## src/rtl/vend_pkg.sv

```systemverilog
// vend_pkg: shared state encoding and coin codes for the multi-slot vending controller.
package vend_pkg;

  typedef logic [1:0] state_t;

  localparam state_t COLLECT = 2'd0;
  localparam state_t VEND    = 2'd1;
  localparam state_t REFUND  = 2'd2;

  localparam logic [1:0] COIN_NONE = 2'b00;
  localparam logic [1:0] COIN_C1   = 2'b01;
  localparam logic [1:0] COIN_C2   = 2'b10;
  localparam logic [1:0] COIN_C3   = 2'b11;

endpackage

```

## src/rtl/vend_fsm_multi_if.sv

```systemverilog
// vend_fsm_multi_if: front-end requests in, dispenser/hopper pulses and status out.
interface vend_fsm_multi_if #(
  parameter int NUM_ITEMS = 4,
  parameter int CRED_W    = 5,
  parameter int SEL_W     = $clog2(NUM_ITEMS)
);

  logic [1:0]           coin;
  logic [SEL_W-1:0]     sel;
  logic                 sel_vld;
  logic                 cancel;
  logic                 vend;
  logic [SEL_W-1:0]     vend_item;
  logic                 chg;
  logic                 coin_rej;
  logic                 sel_err;
  logic                 busy;
  logic [CRED_W-1:0]    credit;
  logic [NUM_ITEMS-1:0] sold_out;

  modport master (
    output coin, sel, sel_vld, cancel,
    input  vend, vend_item, chg, coin_rej, sel_err, busy, credit, sold_out
  );

  modport slave (
    input  coin, sel, sel_vld, cancel,
    output vend, vend_item, chg, coin_rej, sel_err, busy, credit, sold_out
  );

endinterface

```

## src/rtl/vend_stock_bank.sv

```systemverilog
// vend_stock_bank: one stock counter per slot, decremented by strobe, with a registered sold-out map.
module vend_stock_bank #(
  parameter int NUM_ITEMS  = 4,
  parameter int STOCK_INIT = 7,
  parameter int STOCK_W    = 4,
  parameter int SEL_W      = $clog2(NUM_ITEMS)
) (
  input  logic                 clk,
  input  logic                 rst,
  input  logic                 dec,
  input  logic [SEL_W-1:0]     idx,
  output logic [NUM_ITEMS-1:0] empty,
  output logic [NUM_ITEMS-1:0] sold_out
);

  logic [STOCK_W-1:0] stock [NUM_ITEMS];

  // Reload every slot on reset; take one unit from the indexed slot, never below zero.
  always_ff @(posedge clk or posedge rst) begin
    if (rst) begin
      for (int k = 0; k < NUM_ITEMS; k++) stock[k] <= STOCK_W'(STOCK_INIT);
    end else if (dec) begin
      for (int k = 0; k < NUM_ITEMS; k++) begin
        if (idx == SEL_W'(k) && stock[k] != '0) stock[k] <= stock[k] - STOCK_W'(1);
      end
    end
  end

  // Live zero flags, used for the purchase check so it never lags the counters.
  always_comb begin
    for (int k = 0; k < NUM_ITEMS; k++) empty[k] = (stock[k] == '0);
  end

  // Registered copy for the outside world, one cycle behind the counters.
  always_ff @(posedge clk or posedge rst) begin
    if (rst) sold_out <= '0;
    else     sold_out <= empty;
  end

endmodule

```

## src/rtl/vend_fsm_multi.sv

```systemverilog
// vend_fsm_multi: three-coin, multi-slot vending FSM with serial change/refund.
module vend_fsm_multi
  import vend_pkg::*;
#(
  parameter int COIN1_VAL  = 1,
  parameter int COIN2_VAL  = 2,
  parameter int COIN3_VAL  = 5,
  parameter int PRICE      = 3,
  parameter int NUM_ITEMS  = 4,
  parameter int STOCK_INIT = 7,
  parameter int CRED_W     = 5,
  parameter int STOCK_W    = 4,
  parameter int SEL_W      = $clog2(NUM_ITEMS)
) (
  input  logic            clk,
  input  logic            rst,
  vend_fsm_multi_if.slave bus
);

  localparam logic [CRED_W:0]   CRED_MAX = (CRED_W+1)'((1 << CRED_W) - 1);
  localparam logic [CRED_W-1:0] PRICE_C  = CRED_W'(PRICE);

  state_t               state, state_n;
  logic [CRED_W-1:0]    credit, credit_n;
  logic [SEL_W-1:0]     item, item_n;
  logic                 vend_pulse, vend_n;
  logic                 chg_pulse, chg_n;
  logic                 rej_pulse, rej_n;
  logic                 err_pulse, err_n;
  logic                 dec;
  logic                 coin_in;
  logic                 sel_ok;
  logic [CRED_W:0]      coin_val;
  logic [CRED_W:0]      sum;
  logic [NUM_ITEMS-1:0] empty;
  logic [NUM_ITEMS-1:0] sold_out;

  vend_stock_bank #(
    .NUM_ITEMS (NUM_ITEMS),
    .STOCK_INIT(STOCK_INIT),
    .STOCK_W   (STOCK_W),
    .SEL_W     (SEL_W)
  ) u_stock (
    .clk     (clk),
    .rst     (rst),
    .dec     (dec),
    .idx     (bus.sel),
    .empty   (empty),
    .sold_out(sold_out)
  );

  assign coin_in = (bus.coin != COIN_NONE);
  assign sum     = {1'b0, credit} + coin_val;

  // Translate the coin code into credit units.
  always_comb begin
    case (bus.coin)
      COIN_C1: coin_val = (CRED_W+1)'(COIN1_VAL);
      COIN_C2: coin_val = (CRED_W+1)'(COIN2_VAL);
      COIN_C3: coin_val = (CRED_W+1)'(COIN3_VAL);
      default: coin_val = '0;
    endcase
  end

  // A request is serviceable only if it names an existing slot that still has stock.
  always_comb begin
    sel_ok = 1'b0;
    for (int k = 0; k < NUM_ITEMS; k++) begin
      if (bus.sel == SEL_W'(k) && !empty[k]) sel_ok = 1'b1;
    end
  end

  // Next-state logic: vend work and each change pulse happen on the edge that enters the cycle showing them.
  always_comb begin
    state_n  = state;
    credit_n = credit;
    item_n   = item;
    vend_n   = 1'b0;
    chg_n    = 1'b0;
    rej_n    = 1'b0;
    err_n    = 1'b0;
    dec      = 1'b0;
    case (state)
      COLLECT: begin
        if (bus.cancel) begin
          rej_n = coin_in;
          if (credit != '0) begin
            state_n  = REFUND;
            chg_n    = 1'b1;
            credit_n = credit - CRED_W'(1);
          end
        end else if (bus.sel_vld) begin
          rej_n = coin_in;
          if (sel_ok && credit >= PRICE_C) begin
            state_n  = VEND;
            vend_n   = 1'b1;
            item_n   = bus.sel;
            dec      = 1'b1;
            credit_n = credit - PRICE_C;
          end else begin
            err_n = 1'b1;
          end
        end else if (coin_in) begin
          if (sum <= CRED_MAX) credit_n = sum[CRED_W-1:0];
          else                 rej_n    = 1'b1;
        end
      end
      VEND, REFUND: begin
        rej_n = coin_in;
        if (credit != '0) begin
          state_n  = REFUND;
          chg_n    = 1'b1;
          credit_n = credit - CRED_W'(1);
        end else begin
          state_n = COLLECT;
        end
      end
      default: state_n = COLLECT;
    endcase
  end

  // State, credit and all output pulses are registered; reset drops any pulse in flight.
  always_ff @(posedge clk or posedge rst) begin
    if (rst) begin
      state      <= COLLECT;
      credit     <= '0;
      item       <= '0;
      vend_pulse <= 1'b0;
      chg_pulse  <= 1'b0;
      rej_pulse  <= 1'b0;
      err_pulse  <= 1'b0;
    end else begin
      state      <= state_n;
      credit     <= credit_n;
      item       <= item_n;
      vend_pulse <= vend_n;
      chg_pulse  <= chg_n;
      rej_pulse  <= rej_n;
      err_pulse  <= err_n;
    end
  end

  assign bus.vend      = vend_pulse;
  assign bus.vend_item = item;
  assign bus.chg       = chg_pulse;
  assign bus.coin_rej  = rej_pulse;
  assign bus.sel_err   = err_pulse;
  assign bus.busy      = (state != COLLECT);
  assign bus.credit    = credit;
  assign bus.sold_out  = sold_out;

endmodule

```

## src/flat_wrapper.sv

```systemverilog
// flat-port wrapper written by rule: the top's interface ports become plain ports
module vend_fsm_multi_flat import vend_pkg::*;
#(
  parameter int COIN1_VAL  = 1,
  parameter int COIN2_VAL  = 2,
  parameter int COIN3_VAL  = 5,
  parameter int PRICE      = 3,
  parameter int NUM_ITEMS  = 4,
  parameter int STOCK_INIT = 7,
  parameter int CRED_W     = 5,
  parameter int STOCK_W    = 4,
  parameter int SEL_W      = $clog2(NUM_ITEMS)
)
  (clk, rst, bus_coin, bus_sel, bus_sel_vld, bus_cancel, bus_vend, bus_vend_item, bus_chg, bus_coin_rej, bus_sel_err, bus_busy, bus_credit, bus_sold_out);
  vend_fsm_multi_if #(.NUM_ITEMS(NUM_ITEMS), .CRED_W(CRED_W), .SEL_W(SEL_W)) bus_i ();
  input  logic clk;
  input  logic rst;
  input wire logic [$bits(bus_i.coin)-1:0] bus_coin;
  input wire logic [$bits(bus_i.sel)-1:0] bus_sel;
  input wire logic [$bits(bus_i.sel_vld)-1:0] bus_sel_vld;
  input wire logic [$bits(bus_i.cancel)-1:0] bus_cancel;
  output wire logic [$bits(bus_i.vend)-1:0] bus_vend;
  output wire logic [$bits(bus_i.vend_item)-1:0] bus_vend_item;
  output wire logic [$bits(bus_i.chg)-1:0] bus_chg;
  output wire logic [$bits(bus_i.coin_rej)-1:0] bus_coin_rej;
  output wire logic [$bits(bus_i.sel_err)-1:0] bus_sel_err;
  output wire logic [$bits(bus_i.busy)-1:0] bus_busy;
  output wire logic [$bits(bus_i.credit)-1:0] bus_credit;
  output wire logic [$bits(bus_i.sold_out)-1:0] bus_sold_out;
  assign bus_i.coin = bus_coin;
  assign bus_i.sel = bus_sel;
  assign bus_i.sel_vld = bus_sel_vld;
  assign bus_i.cancel = bus_cancel;
  assign bus_vend = bus_i.vend;
  assign bus_vend_item = bus_i.vend_item;
  assign bus_chg = bus_i.chg;
  assign bus_coin_rej = bus_i.coin_rej;
  assign bus_sel_err = bus_i.sel_err;
  assign bus_busy = bus_i.busy;
  assign bus_credit = bus_i.credit;
  assign bus_sold_out = bus_i.sold_out;
  vend_fsm_multi #(.COIN1_VAL(COIN1_VAL), .COIN2_VAL(COIN2_VAL), .COIN3_VAL(COIN3_VAL), .PRICE(PRICE), .NUM_ITEMS(NUM_ITEMS), .STOCK_INIT(STOCK_INIT), .CRED_W(CRED_W), .STOCK_W(STOCK_W), .SEL_W(SEL_W)) u_core (.clk(clk), .rst(rst), .bus(bus_i));
endmodule
```

## config.mk

```make
export PLATFORM = sky130hd
export DESIGN_NAME = vend_fsm_multi_flat
export DESIGN_NICKNAME = d
export VERILOG_FILES = /design/src/rtl/vend_pkg.sv /design/src/rtl/vend_fsm_multi_if.sv /design/src/rtl/vend_stock_bank.sv /design/src/rtl/vend_fsm_multi.sv /design/src/flat_wrapper.sv
export SDC_FILE = /design/constraint.sdc
export NUM_CORES = 1
export LEC_CHECK = 0
export CAP_MARGIN = 15
export CORE_MARGIN = 2
export CORE_UTILIZATION = 45
export CTS_BUF_LIST = sky130_fd_sc_hd__clkbuf_4 sky130_fd_sc_hd__clkbuf_8
export DETAILED_ROUTE_END_ITERATION = 12
export GPL_TIMING_DRIVEN = 0
export HOLD_SLACK_MARGIN = 0.12
export PLACE_DENSITY = 0.78
export SYNTH_ARGS = -nofsm -noshare
export SYNTH_HDL_FRONTEND = slang
export SYNTH_SLANG_ARGS = --single-unit
```

## constraint.sdc

```tcl
create_clock -name clk -period 5.7 [get_ports clk]
set_input_delay 1.14 -clock clk [delete_from_list [all_inputs] [get_ports clk]]
set_output_delay 1.14 -clock clk [all_outputs]
set_load 0.03 [all_outputs]
```

==> results of run 1 <==
## sequential cells by signal, indices dropped and copies added (netlist names)
name and cells:
u_core.bus.chg 1, u_core.bus.vend 1, u_core.bus.sel_err 1, u_core.u_stock.stock 16, u_core.bus.vend_item 2, u_core.bus.credit 5
u_core.bus.coin_rej 1, u_core.state 2, u_core.u_stock.sold_out 4
## placed cells by master, fill, tap and decap left out, types with 2 or more instances in the layout
| cell | netlist | routed |
|---|---|---|
| a211oi_1 | 2 | 2 |
| a21oi_1 | 8 | 8 |
| a22o_1 | 3 | 3 |
| a2bb2oi_1 | 2 | 2 |
| and2_1 | 2 | 2 |
| buf_2 | 5 | 5 |
| clkbuf_1 | 3 | 3 |
| clkbuf_8 | 0 | 6 |
| clkdlybuf4s50_1 | 0 | 23 |
| dfrtp_1 | 21 | 21 |
| dfstp_2 | 12 | 12 |
| ha_1 | 11 | 11 |
| inv_1 | 24 | 24 |
| mux2_2 | 3 | 3 |
| nand2_1 | 10 | 10 |
| nand2b_1 | 3 | 3 |
| nor2_1 | 12 | 12 |
| nor3_1 | 6 | 6 |
| nor3b_1 | 4 | 4 |
| nor4_2 | 4 | 4 |
| o211ai_1 | 4 | 4 |
| o21ai_0 | 8 | 8 |
| o22ai_1 | 2 | 2 |
| or4b_1 | 2 | 2 |
| xnor2_1 | 7 | 7 |
| xor2_1 | 7 | 7 |
## worst max-delay path by stage
stage,endpoint,slack [ns],from
5_1_grt,u_core.bus.credit[1],2.02,bus_coin[0]
2_1_floorplan,u_core.bus.credit[3],2.88,bus_coin[0]
4_1_cts,u_core.bus.credit[3],2.25,bus_coin[0]
3_3_place_gp,u_core.bus.credit[0],2.02,bus_coin[0]
3_5_place_dp,u_core.bus.credit[0],1.96,bus_coin[0]
6_report,u_core.bus.credit[0],2.20,bus_coin[0]
## cell usage after synthesis (2+ instances only)
cell,instances
xor2_1,7
buf_2,5
dfrtp_1,21
o21ai_0,8
a22o_1,3
or4b_1,2
nor3_1,6
o22ai_1,2
dfstp_2,12
ha_1,11
o211ai_1,4
xnor2_1,7
a211oi_1,2
nand2b_1,3
nand2_1,10
nor2_1,12
nor3b_1,4
and2_1,2
a2bb2oi_1,2
inv_1,24
mux2_2,3
clkbuf_1,3
nor4_2,4
a21oi_1,8
## critical path: cells and delay by family
family                     cells  cell delay, ns
buffers and inverters          2            0.60
and+or+nand+nor                2            0.34
AOI/OAI and AO/OA              4            1.31
adders and majority gates      1            0.29
## area by class of cell
class / count / area share [%]
Tap cell: 50 / 2.67
Inverter: 24 / 3.84
Multi-Input combinational cell: 121 / 40.0
Sequential cell: 33 / 35.8
Buffer: 8 / 1.55
Timing Repair Buffer: 24 / 11.0
Clock buffer: 7 / 3.84
Clock inverter: 1 / 1.28
## power by group
| part | internal, µW | switching, µW |
|---|---|---|
| Sequential | 296 | 43.1 |
| Clock | 147 | 83.1 |
| Combinational | 224 | 287 |
| Total | 667 | 413 |
## through the flow
stage	setup slack (ns)	total power [µW]	area (µm²)	cells	utilization (%)
2_1_floorplan	2.88	693	1910	186	-
3_3_place_gp	2.02	836	2200	259	54.6
3_5_place_dp	1.96	847	2230	260	55.2
4_1_cts	2.25	1090	2350	268	58.2
5_1_grt	2.02	1160	2350	268	58.2
6_report	2.20	1080	2350	268	58.2
## kinds of logic after synthesis
family                     Yosys count
xor gates and xnor gates            14
buffers and inverters               32
DFF                                 33
AOI/OAI and AO/OA                   41
muxes                                4
and+or+nand+nor                     50
adders and majority gates           12
## metal layers
metal | share of wire (%) | global-route usage, % | up-vias
li1 | - | - | 706
met1 | 49 | 22.2 | 679
met5 | 0 | 0 | -
met4 | 2.0 | 6.10 | 0
met2 | 44 | 24.3 | 37
met3 | 5.0 | 4.39 | 9
==> metrics.md, run 1 <==
| Metric | Value |
|---|---|
| Multiplexer share of the synthesized area | 2.95% |
| Library cells used by synthesis | 45 |
| Post-layout min period | 3.50 ns |
| CTS Sinks | 33 |
| Final Hold Fails | 0 |
| Crit path kind | in -> reg |
| Antenna diodes | 0 |
| Main combinational cell family by area after synthesis | compound AO/OA/AOI/OAI gates |
| DRC viols | 0 |
| Area occupied by multi-input gates | 938 µm² |
| Dominant cells by area after synthesis | dfrtp_1, dfstp_2, ha_1 |
| Hold WS | 0.473 ns |
| Ports | 24 |
| Compound-Gate Fraction of Synth Area | 16.0% |
| Initial antenna violation count | 0 |
| First-pass GRT wire length | 6150 µm |
| Count of final setup violators | 0 |
| Min-Delay Path Depth | 1 |
| Synth top area share | 27.6% |
| Core area | 0.00403 mm² |
| Tot GR Track Use | 16.1% |
| Height of the die | 69.1 µm |
| Most common flop cell mapped by yosys | dfrtp_1 |
| Worst Path Max Fanout | 9 |
| Synthesized area per cell | 10.2 µm² |
| Worst reg-to-reg setup slack | 3.23 ns |
| # Post-CTS Setup Buffers | 0 |
| Grt ovf | 0 |
| CTS tree | done |
| Crit end category | flop |
| DR vias/cell | 5.34 |
| Max Cap Viol | 0 |
| Fraction of layout instances using a drive strength above 1 | 17.9% |
| Max-slew violations | 0 |
| Yosys warns | 0 |
| Die area | 0.00477 mm² |
| Sink of the worst hold path | u_core.u_stock.stock[11] |
| Sequential cell area fraction in the yosys report | 44.1% |
| Starting Density | 47.3% |
| DR pass1 iterations | 4 |
| RR Endpoint | u_core.bus.credit[0] |
| Register-to-Register Path Depth | 7 |
| Die Wd | 69.1 µm |
| Max_slew headroom | 31.3% |
| Routed WL per cell | 13.4 µm |
| F_max | 285 MHz |
| Clk_skew | 0.00809 ns |
| Drt initial violations | 50 |
| Post-DRT Antenna Nets | 0 |
| Post-Syn Area | 0.00191 mm² |
| EDFF count, synth | 0 |
| Critical path data required time | 5.87 ns |
| Root Driver | clkbuf_8 |
| Startpoint Class | input port |
| Worst R2R Start | u_core.u_stock.stock[12] |
| Hpwl dp | 2680 µm |
| Leak pwr | 0.00104 µW |
| Area growth syn-to-layout | 23.1% |
| Post-CTS Resized | 0 |
| CP max stage delay | 0.55 ns |
| Setup TNS | 0 ns |
| PD cells | 461 mW/mm² |
| Async S/R FF share, synth | 100% |
| CP arrival | 3.68 ns |
| Synth area leader | dfrtp_1 |
| Fin nets | 237 |
| CTS Buffer Depth | 2 |
| Row count | 23 |
| Cts hold-fix bufs | 0 |
| Clock latency on the worst-skew pair | 0.28 ns |
| Post-Syn Instances | 186 |
| RSZ-0062 raised after global routing | no |
| Crit path cell chain | clkdlybuf4s50_1, nand2b_1, inv_1, ha_1, a211oi_1, o22ai_1, a221oi_4, nand2_1, a22o_1 |
| Via count | 1431 |
| Max VDD drop | 0.177 mV |
| Vias in the first global route | 1332 |
| Clock-pin slew on the worst setup and hold paths | 0.07 ns |
| Largest net degree at the start of global routing | 19 |
| # fillers | 359 |
| Htree depth | 2 |
| Num CTS Buffers | 5 |
| Tcrit/Tclk final | 61.5% |
| Status | finished, final reports clean |
| Syn Nets | 206 |
| #FFs+latches synth | 33 |
| Simple-Gate Fraction of Synth Area | 15.6% |
| Final GP Congestion | 0.893 |
| Input/output buffers | 23 |
| Synth Area in Adders | 8.27% |
| Slowest stage cell, crit path | clkdlybuf4s50_1 |
| Total Wirelength | 3580 µm |
| Reg area | 841 µm² |
| XOR/XNOR share of the synthesized area | 6.43% |
| Worst min-delay path category | reg -> reg |
| Worst-Margin Slew | 1.02 ns |
| Hold_sp | u_core.u_stock.stock[11] |
Note: power is estimated with default switching activity, not from simulation.
==> run 2, diff against run 1 <==
Clock period 5.7 ns to 3.45 ns, I/O delays scaled along.
==> results of run 2 <==
The final DEF is identical to that of run 1. Status: finished, final reports clean.
Among the figures that moved: setup slack after placement 1.96 ns -> 0.158 ns; setup slack after layout 2.20 ns -> 0.396 ns; register-to-register setup slack 3.23 ns -> 0.98 ns; total power 1080 µW -> 1790 µW; worst IR drop on VDD 0.177 mV -> 0.292 mV
